===== src/rtl/audio_pkg.sv =====
// Shared definitions for the audio blocks: tone FSM states and the
// half-period calculation used to size the tone counter.
package audio_pkg;

  typedef enum logic [1:0] {
    IDLE  = 2'd0,
    PLAY  = 2'd1,
    DRAIN = 2'd2
  } tone_state_t;

  function automatic int half0_calc(input int clk_hz, input int base_hz);
    return clk_hz / (2 * base_hz);
  endfunction

endpackage


===== src/rtl/tone_synth_if.sv =====
// Control/output bundle of tone_synth: play request, tone settings and audio pins.
interface tone_synth_if #(
  parameter int SEL_W = 3,
  parameter int VOL_W = 4
);
  logic             en;
  logic [SEL_W-1:0] sel;
  logic [VOL_W-1:0] vol;
  logic             pwmPin;
  logic             ampPin;
  logic             busy;

  modport master (output en, sel, vol, input pwmPin, ampPin, busy);
  modport slave  (input en, sel, vol, output pwmPin, ampPin, busy);
endinterface


===== src/rtl/tone_synth_pwm_carrier.sv =====
// Free-running VOL_W-bit PWM carrier; `carrier` compares the count the
// register is about to take, so the caller can register it in lockstep.
module pwm_carrier #(
  parameter int VOL_W = 4
) (
  input  logic             clk,
  input  logic             rst,
  input  logic             clr,
  input  logic [VOL_W-1:0] duty,
  output logic             carrier
);

  logic [VOL_W-1:0] pc_q;
  logic [VOL_W-1:0] pc_d;

  always_comb begin
    if (clr) begin
      pc_d = '0;
    end else begin
      pc_d = pc_q + VOL_W'(1);
    end
    carrier = (pc_d < duty);
  end

  always_ff @(posedge clk or posedge rst) begin
    if (rst) begin
      pc_q <= '0;
    end else begin
      pc_q <= pc_d;
    end
  end

endmodule


===== src/rtl/tone_synth.sv =====
// Octave-spaced square-wave tone generator with PWM volume and clean drain.
// Optional macro TONE_SYNTH_FADE_EN: fade volume one step per period while draining.
module tone_synth
  import audio_pkg::*;
#(
  parameter int CLK_HZ    = 100_000_000,
  parameter int BASE_HZ   = 4000,
  parameter int NUM_TONES = 8,
  parameter int VOL_W     = 4
) (
  input  logic         clk,
  input  logic         rst,
  tone_synth_if.slave  bus
);

  localparam int HALF0 = half0_calc(CLK_HZ, BASE_HZ);
  localparam int SEL_W = $clog2(NUM_TONES);
  localparam int CNT_W = $clog2(HALF0 << (NUM_TONES - 1));

  tone_state_t      state_q, state_d;
  logic [CNT_W-1:0] cnt_q, cnt_d;
  logic             phase_q, phase_d;
  logic [SEL_W-1:0] sel_q, sel_d;
  logic [VOL_W-1:0] vol_q, vol_d;
  logic             pwm_q, pwm_d;
  logic             amp_q, amp_d;
  logic             busy_q, busy_d;

  logic [CNT_W:0]   half_s;
  logic [CNT_W-1:0] last_s;
  logic [SEL_W-1:0] sel_clamp_s;
  logic             wrap_s;
  logic             boundary_s;
  logic             start_s;
  logic             active_s;
  logic             carrier_s;

  assign half_s      = (CNT_W + 1)'(HALF0) << sel_q;
  assign last_s      = CNT_W'(half_s - (CNT_W + 1)'(1));
  assign wrap_s      = (cnt_q == last_s);
  assign boundary_s  = wrap_s & ~phase_q;
  assign sel_clamp_s = ({1'b0, bus.sel} >= (SEL_W + 1)'(NUM_TONES)) ?
                       SEL_W'(NUM_TONES - 1) : bus.sel;

  // Next state, tone counter, settings and registered pin values
  always_comb begin
    state_d = state_q;
    cnt_d   = cnt_q;
    phase_d = phase_q;
    sel_d   = sel_q;
    vol_d   = vol_q;
    start_s = 1'b0;

    if (wrap_s) begin
      cnt_d   = '0;
      phase_d = ~phase_q;
    end else begin
      cnt_d   = cnt_q + CNT_W'(1);
    end

    case (state_q)
      IDLE: begin
        cnt_d   = '0;
        if (bus.en) begin
          state_d = PLAY;
          start_s = 1'b1;
          phase_d = 1'b1;
          sel_d   = sel_clamp_s;
          vol_d   = bus.vol;
        end else begin
          phase_d = 1'b0;
        end
      end
      PLAY: begin
        if (!bus.en) begin
          state_d = DRAIN;
        end else if (boundary_s) begin
          sel_d = sel_clamp_s;
          vol_d = bus.vol;
        end else begin
          state_d = PLAY;
        end
      end
      DRAIN: begin
        if (bus.en) begin
          state_d = PLAY;
        end else if (boundary_s) begin
`ifdef TONE_SYNTH_FADE_EN
          if (vol_q == VOL_W'(0)) begin
            state_d = IDLE;
            cnt_d   = '0;
            phase_d = 1'b0;
          end else begin
            vol_d = vol_q - VOL_W'(1);
          end
`else
          state_d = IDLE;
          cnt_d   = '0;
          phase_d = 1'b0;
`endif
        end else begin
          state_d = DRAIN;
        end
      end
      default: begin
        state_d = IDLE;
        cnt_d   = '0;
        phase_d = 1'b0;
      end
    endcase

    // Pins follow the state being entered so they line up with phase/carrier
    active_s = (state_d != IDLE);
    pwm_d    = active_s & phase_d & carrier_s;
    amp_d    = active_s;
    busy_d   = active_s;
  end

  pwm_carrier #(.VOL_W(VOL_W)) u_carrier (
    .clk     (clk),
    .rst     (rst),
    .clr     (start_s),
    .duty    (vol_d),
    .carrier (carrier_s)
  );

  // State, tone and output registers
  always_ff @(posedge clk or posedge rst) begin
    if (rst) begin
      state_q <= IDLE;
      cnt_q   <= '0;
      phase_q <= 1'b0;
      sel_q   <= '0;
      vol_q   <= '0;
      pwm_q   <= 1'b0;
      amp_q   <= 1'b0;
      busy_q  <= 1'b0;
    end else begin
      state_q <= state_d;
      cnt_q   <= cnt_d;
      phase_q <= phase_d;
      sel_q   <= sel_d;
      vol_q   <= vol_d;
      pwm_q   <= pwm_d;
      amp_q   <= amp_d;
      busy_q  <= busy_d;
    end
  end

  assign bus.pwmPin = pwm_q;
  assign bus.ampPin = amp_q;
  assign bus.busy   = busy_q;

endmodule


===== src/flat_wrapper.sv =====
// flat-port wrapper written by rule: the top's interface ports become plain ports
module tone_synth_flat import audio_pkg::*;
#(
  parameter int CLK_HZ    = 100_000_000,
  parameter int BASE_HZ   = 4000,
  parameter int NUM_TONES = 8,
  parameter int VOL_W     = 4
)
  (clk, rst, bus_en, bus_sel, bus_vol, bus_pwmPin, bus_ampPin, bus_busy);
  tone_synth_if #(.SEL_W(3), .VOL_W(VOL_W)) bus_i ();
  input  logic clk;
  input  logic rst;
  input wire logic [$bits(bus_i.en)-1:0] bus_en;
  input wire logic [$bits(bus_i.sel)-1:0] bus_sel;
  input wire logic [$bits(bus_i.vol)-1:0] bus_vol;
  output wire logic [$bits(bus_i.pwmPin)-1:0] bus_pwmPin;
  output wire logic [$bits(bus_i.ampPin)-1:0] bus_ampPin;
  output wire logic [$bits(bus_i.busy)-1:0] bus_busy;
  assign bus_i.en = bus_en;
  assign bus_i.sel = bus_sel;
  assign bus_i.vol = bus_vol;
  assign bus_pwmPin = bus_i.pwmPin;
  assign bus_ampPin = bus_i.ampPin;
  assign bus_busy = bus_i.busy;
  tone_synth #(.CLK_HZ(CLK_HZ), .BASE_HZ(BASE_HZ), .NUM_TONES(NUM_TONES), .VOL_W(VOL_W)) u_core (.clk(clk), .rst(rst), .bus(bus_i));
endmodule

===== config.mk =====
export PLATFORM = sky130hd
export DESIGN_NAME = tone_synth_flat
export DESIGN_NICKNAME = d
export VERILOG_FILES = /design/src/rtl/audio_pkg.sv /design/src/rtl/tone_synth_if.sv /design/src/rtl/tone_synth_pwm_carrier.sv /design/src/rtl/tone_synth.sv /design/src/flat_wrapper.sv
export SDC_FILE = /design/constraint.sdc
export NUM_CORES = 1
export LEC_CHECK = 0
export CAP_MARGIN = 20
export CORE_MARGIN = 5
export CORE_UTILIZATION = 40
export DETAILED_ROUTE_END_ITERATION = 8
export REMOVE_ABC_BUFFERS = 1
export SLEW_MARGIN = 25
export SYNTH_ARGS = -nofsm -noshare
export SYNTH_HDL_FRONTEND = slang
export SYNTH_SLANG_ARGS = --single-unit

===== constraint.sdc =====
create_clock -name clk -period 5.26 [get_ports clk]
set_clock_uncertainty 0.1 [all_clocks]
set_input_delay 1.052 -clock clk [delete_from_list [all_inputs] [get_ports clk]]
set_output_delay 1.052 -clock clk [all_outputs]
set_load 0.005 [all_outputs]

Word level (Yosys, flattened, before mapping)
Cells that the tools add are included.
{"block": "classes", "order_cmp": 1, "n_eq_ne": 6, "n_bitwise": 4, "reduce_logical": 4, "mux": 25, "addsub": 3, "shift": 1}
{"op": "21-bit two-way mux", "n": 3}
{"op": "21-bit case mux with 2 select lines", "n": 1}
{"op": "21-bit by 1-bit adder with 21-bit output (second input constant)", "n": 1}
{"op": "21-bit == test", "n": 1}
{"op": "14-bit by 3-bit left shift with 21-bit output (first input constant)", "n": 1}
{"op": "21-bit by 1-bit subtractor with 21-bit output (second input constant)", "n": 1}
{"op": "4-bit two-way mux", "n": 4}
{"op": "2-bit two-way mux", "n": 5}
{"op": "3-bit two-way mux", "n": 3}
{"op": "4-bit case mux with 2 select lines", "n": 1}
{"op": "2-bit case mux with 3 select lines", "n": 1}
{"op": "3-bit case mux with 2 select lines", "n": 1}
{"op": "1-bit two-way mux", "n": 5}
{"op": "4-bit by 1-bit adder with 4-bit output (second input constant)", "n": 1}
{"op": "4-bit < comparator", "n": 1}
{"op": "2-bit inequality test (second input constant)", "n": 2}
{"op": "4-bit AND reduction", "n": 1}
{"op": "2-bit nonzero test", "n": 2}
{"op": "1-bit bitwise AND", "n": 3}
{"op": "1-bit case mux with 3 select lines", "n": 1}
{"op": "2-bit by 1-bit == test with 1-bit output (second input constant)", "n": 1}
{"op": "2-bit == test (second input constant)", "n": 1}
{"op": "2-bit logical NOT", "n": 1}
{"op": "2-bit by 1-bit inequality test with 1-bit output (second input constant)", "n": 1}
{"op": "1-bit NOT", "n": 1}
{"block": "word_totals", "out_inout_bits": 3, "elab_cells": 52, "ff_bits": 37, "in_bits": 10}

Depth between registers and ports, before layout
{"block": "logic_depth", "word_depth": 10, "depth_mapped": 20, "ltp_nobuf": 17}

Modules after synthesis
A second synthesis with hierarchy kept.
{"block": "hier_totals", "cells_unflattened": 261, "hier_area_um2": 2437.3}
{"mod": "tone_synth", "seq_area_each_um2": 825.8, "cells_each": 238, "instances": 1, "area_per_inst_um2": 2193.4}
{"mod": "pwm_carrier", "seq_area_each_um2": 100.1, "cells_each": 23, "instances": 1, "area_per_inst_um2": 244.0}

Least setup slack after synthesis
No wires, ideal clock.
{"block": "synth_timing", "path_kind": "register to register", "start": "register u_core.sel_q[0]", "end": "register u_core.pwm_q, in the netlist u_core.bus.pwmPin", "path_slack_ns": 0.916, "t_required_ns": 5.093, "path_stages_with_launch": 21, "t_arrival_ns": 4.177, "synth_period_minus_slack_ns": 4.344, "n_path_buf": 3, "setup_ns": 0.067, "path_cell_list": "dfrtp_1 > buf_2 > inv_1 > ha_1 > buf_2 > nor2b_1 > inv_1 > ha_1 > xor2_1 > a221o_1 > nor4_1 > nand4_1 > nor3_4 > buf_6 > ha_1 > nand2b_1 > o211ai_1 > a22oi_1 > ha_1 > a21oi_1 > o2111a_1"}
{"block": "synth_between", "elab_chain_len": 10, "word_cells_on_any_way": 20, "cone_classes": "add/sub: 1; order compare: 1; eq/ne: 1; shift: 1; mux: 12; bitwise: 3; reduce/logical: 1"}
{"item": "from (decl)", "line": "tone_synth.sv:23", "text": "logic [SEL_W-1:0] sel_q, sel_d;"}
{"item": "from (signal assigned)", "line": "tone_synth.sv:142", "text": "sel_q <= sel_d;"}
{"item": "14-bit by 3-bit left shift with 21-bit output (*)", "line": "tone_synth.sv:38", "text": "assign half_s = (CNT_W + 1)'(HALF0) << sel_q;"}
{"item": "21-bit by 1-bit subtractor with 21-bit output (*)", "line": "tone_synth.sv:39", "text": "assign last_s = CNT_W'(half_s - (CNT_W + 1)'(1));"}
{"item": "21-bit == test (*)", "line": "tone_synth.sv:40", "text": "assign wrap_s = (cnt_q == last_s);"}
{"item": "branches (longest 6 deep; another with 4-bit < comparator)"}
{"item": "1-bit bitwise AND (*)", "line": "tone_synth.sv:114", "text": "pwm_d = active_s & phase_d & carrier_s;"}
{"item": "via u_core.pwm_d", "line": "tone_synth.sv:25", "text": "logic pwm_q, pwm_d;"}
{"item": "to (signal assigned)", "line": "tone_synth.sv:144", "text": "pwm_q <= pwm_d;"}
{"item": "to (decl)", "line": "tone_synth.sv:25"}
Mark *: on every way through the listed nets, which the timed path passes.
A chain may end at the register's enable or synchronous reset.

Worst setup path in the final report
Same ends and word-level chain as after synthesis.

==> results.rst <==
.. list-table::
   :header-rows: 1

   * - Metric
     - Value
   * - Type of destination of the critical path
     - register
   * - Post-DR vias/cell
     - 5.506
   * - Chip Height
     - 89.37 µm
   * - Diodes inserted
     - 0
   * - Num ports
     - 13
   * - Count of mapped cells out of synthesis
     - 256
   * - Violation count after the first detailed-routing iteration
     - 94
   * - Number of rows in the core area
     - 29
   * - Placed cells
     - 334
   * - Path category of the worst min-delay check
     - register to register
   * - Final #Nets
     - 293
   * - Slew of the pin with the lowest slew margin
     - 0.7030 ns
   * - Cell breakdown of the critical path
     - inv_1 -> ha_1 -> nor2b_1 -> inv_1 -> ha_1 -> xor2_1 -> a221o_1 -> nor4_1 -> nand4_1 -> nor3_4 -> ha_1 -> nand2_1 -> a21boi_0 -> a22oi_1 -> ha_1 -> a21oi_1 -> o2111a_1
   * - Flip-flop cell with the highest count after synthesis
     - sky130_fd_sc_hd__dfrtp_1
   * - CP max-delay cell
     - sky130_fd_sc_hd__dfrtp_1
   * - Number of max-cap violations
     - 0
   * - Quantity of gates resized following cts
     - 0
   * - Effective utilization at floorplan
     - 0.4038
   * - Result of the run
     - finished clean
   * - Register area share after synthesis
     - 0.3674
   * - Yosys warning total
     - 0
   * - Maximum clock frequency
     - 216.3 MHz
   * - Placed Area
     - 2686 µm²
   * - Clock transition at the registers of the reported paths
     - 0.08 ns
   * - Setup tns final
     - 0 ns
   * - X dimension of the die
     - 89.37 µm
   * - Overall via count from detail_route
     - 1883
   * - Number of hold buffers added after cts
     - 0
   * - Clock share of power
     - 0.195
   * - Flip-flop and latch count after synthesis
     - 37
   * - GRT Resource Usage Total
     - 0.1467
   * - Slowest Stage Delay on Critical Path
     - 0.54 ns
   * - Most repeated library cell on the critical path
     - sky130_fd_sc_hd__ha_1
   * - Logic pwr share
     - 0.496
   * - Number of levels the H-tree was split into
     - 2
   * - Final worst-path setup slack
     - 0.6368 ns
   * - Sinks on Clock Net
     - 37
   * - Setup repair after global routing missed its margin
     - no
   * - Setup Viol. Count Final
     - 0
   * - Insertion delay to the later sink of the worst-skew pair
     - 0.29 ns
   * - Arrival time worst endpoint
     - 4.75 ns
   * - Total grt overflow
     - 0
   * - Total count of max-transition violations in the final report
     - 0
   * - Most used standard cell by instance count after synthesis
     - sky130_fd_sc_hd__dfrtp_1
   * - Synth area leaders
     - sky130_fd_sc_hd__dfrtp_1 (37%), sky130_fd_sc_hd__ha_1 (9.4%), sky130_fd_sc_hd__nor3_2 (7.1%)
   * - Post-route cell area
     - 2806 µm²
   * - Via count of the first global-routing pass
     - 1857
   * - Area Overhead vs Synth
     - 11.37%
   * - Reg power frac
     - 0.308
   * - Power density over cell area
     - 481.6 nW/µm²
   * - Share of the synthesized area in the top cell type
     - 0.3674
   * - Fillcell total
     - 620
   * - Total Routed Length
     - 5.176 mm
   * - Net switching power figure
     - 0.5520 mW
   * - Sw Ratio
     - 0.4084
   * - Half-perimeter wire length of the detailed placement result
     - 3.775 mm
   * - Nature of the critical path startpoint
     - register
   * - Count of unresolved DRC violations after routing
     - 0
   * - Ratio of cells with drive above 1 in the final layout
     - 0.1434
   * - Leak pwr
     - 1.161 nW
   * - Largest buffer count on any clock path
     - 2
   * - Tightest slew margin relative to the limit
     - 0.5270
   * - Final core occ
     - 0.4497
   * - Maximum vdd drop
     - 0.2671 mV
   * - DP Worst Slack
     - 0.6568 ns
   * - Number of standard cells in the final layout excluding fillers
     - 342
   * - Most instantiated cells after synthesis
     - sky130_fd_sc_hd__dfrtp_1 (37), sky130_fd_sc_hd__ha_1 (19), sky130_fd_sc_hd__xor2_1 (19)
   * - Number of flops mapped to enable cells by yosys
     - 0
   * - Die footprint
     - 7987 µm²
   * - Leading area contributor after synthesis
     - sky130_fd_sc_hd__dfrtp_1
   * - Final weighted congestion in routability-driven placement
     - 0.9248
   * - Cell area after synthesis
     - 2520 µm²
   * - Number of buffers inserted to repair setup after CTS
     - 0
   * - Final ANT Viol Nets
     - 0
   * - Unique masters post-synth
     - 47
   * - Mean cell area of the mapped netlist
     - 9.843 µm²
   * - Hold Vio Cnt, Final
     - 0
   * - Global-route wire length before repair
     - 9.032 mm
   * - Std-Cell Core Area
     - 6241 µm²
   * - Largest net degree at the start of global routing
     - 38
   * - Clk root buf
     - sky130_fd_sc_hd__clkbuf_8
   * - Share of synthesized flip-flops with an asynchronous set or reset
     - 1.000
   * - PortBufs
     - 12
   * - Crit path required time
     - 5.39 ns
   * - Kind of critical path
     - register to register
   * - CP Max Fanout
     - 13
   * - Multi-input gate area in the final layout
     - 1454 µm²
   * - DR WL/cell
     - 15.13 µm
   * - TritonCTS buffer count
     - 5
   * - Initial antenna violation count
     - 0
   * - P_int
     - 0.7997 mW
   * - Share of the clock period used by the worst path
     - 0.8789
   * - Area used by sequential logic in the layout
     - 925.9 µm²
   * - Clock period minus worst slack
     - 4.623 ns
   * - CTS tree
     - built
   * - Number of iterations in the first detailed-routing pass
     - 4
critical path, delay by kind of cell, from the launching register on:
| kind | cells | cell delay (ns) |
|---|---|---|
| compound gates | 5 | 1.29 |
| fa+ha+maj | 4 | 1.23 |
| simple gates | 5 | 0.98 |
| flops | 1 | 0.54 |
| buf+inv | 2 | 0.21 |
| xor+xnor | 1 | 0.19 |
layout by cell type, fill, tap and decap left out, types with 11 or more instances in the layout:
| cell | synthesis | layout |
|---|---|---|
| sky130_fd_sc_hd__nor3_2 | 18 | 18 |
| sky130_fd_sc_hd__a21oi_1 | 11 | 11 |
| sky130_fd_sc_hd__xor2_1 | 19 | 19 |
| sky130_fd_sc_hd__clkdlybuf4s50_1 | 0 | 12 |
| sky130_fd_sc_hd__dfrtp_1 | 37 | 37 |
| sky130_fd_sc_hd__nor2_1 | 11 | 11 |
| sky130_fd_sc_hd__nand2_1 | 12 | 12 |
| sky130_fd_sc_hd__nand3_1 | 12 | 12 |
| sky130_fd_sc_hd__xnor2_1 | 18 | 18 |
| sky130_fd_sc_hd__ha_1 | 19 | 19 |
| sky130_fd_sc_hd__inv_1 | 17 | 17 |
power groups by stage:
| stage | logic [mW] | clock network (mW) | registers (mW) |
|---|---|---|---|
| 2_1_floorplan | 0.514 | 0 | 0.405 |
| 3_3_place_gp | 0.674 | 0 | 0.420 |
| 3_5_place_dp | 0.672 | 0 | 0.421 |
| 4_1_cts | 0.676 | 0.270 | 0.416 |
| 5_1_grt | 0.766 | 0.283 | 0.428 |
| 6_report | 0.671 | 0.264 | 0.417 |
per-layer routing:
layer / wire, µm / track usage / share of wire / vias up
li1: - / - / - / 913
met1: 2537 / 0.2116 / 0.49 / 906
met2: 2295 / 0.2137 / 0.44 / 57
met3: 261 / 0.03410 / 0.050 / 7
met4: 81 / 0.05277 / 0.016 / 0
met5: 0 / 0 / 0 / -
final timing paths:
path                                     startpoint                  endpoint  slack, ns  cells past startpoint
min                        u_core.u_carrier.pc_q[0]  u_core.u_carrier.pc_q[0]       0.38                      1
max in group asynchronous                       rst           u_core.cnt_q[8]       3.65                      3
max reg2reg                         u_core.sel_q[0]         u_core.bus.pwmPin       0.64                     17
min in group asynchronous                       rst           u_core.cnt_q[6]       1.08                      3
min reg2reg                u_core.u_carrier.pc_q[0]  u_core.u_carrier.pc_q[0]       0.38                      1
max                                 u_core.sel_q[0]         u_core.bus.pwmPin       0.64                     17
kinds of logic after synthesis:
group	after synthesis	share of synthesized area
XOR/XNOR	37	0.1286
buffers and inverters	32	0.05710
AO/OA/AOI/OAI	40	0.1102
flip-flops	37	0.3674
AND/OR/NAND/NOR	85	0.2165
adder cells (fa/ha/maj)	19	0.09434
multiplexers	6	0.02582
per-stage QoR:
stage | hold slack [ns] | total power, mW
finish | 0.3789 | 1.352
global route | 0.4065 | 1.477
CTS | 0.3765 | 1.363
detailed placement | 0.3632 | 1.093
global placement | 0.3601 | 1.094
floorplan | 0.3371 | 0.9182
layout make-up:
class | instances | share of cell area
multi-input combinational | 187 | 0.5181
sequential | 37 | 0.3299
timing repair buffer | 15 | 0.05082
tap | 77 | 0.03433
clock buffer | 6 | 0.02942
inverter | 18 | 0.02407
clock inverter | 2 | 0.01337
registers in the layout, indices dropped and copies added (netlist names):
register               count
u_core.bus.ampPin          1
u_core.bus.pwmPin          1
u_core.cnt_q              21
u_core.phase_q             1
u_core.sel_q               3
u_core.state_q             2
u_core.u_carrier.pc_q      4
u_core.vol_q               4
(Power assumes the default switching activity.)
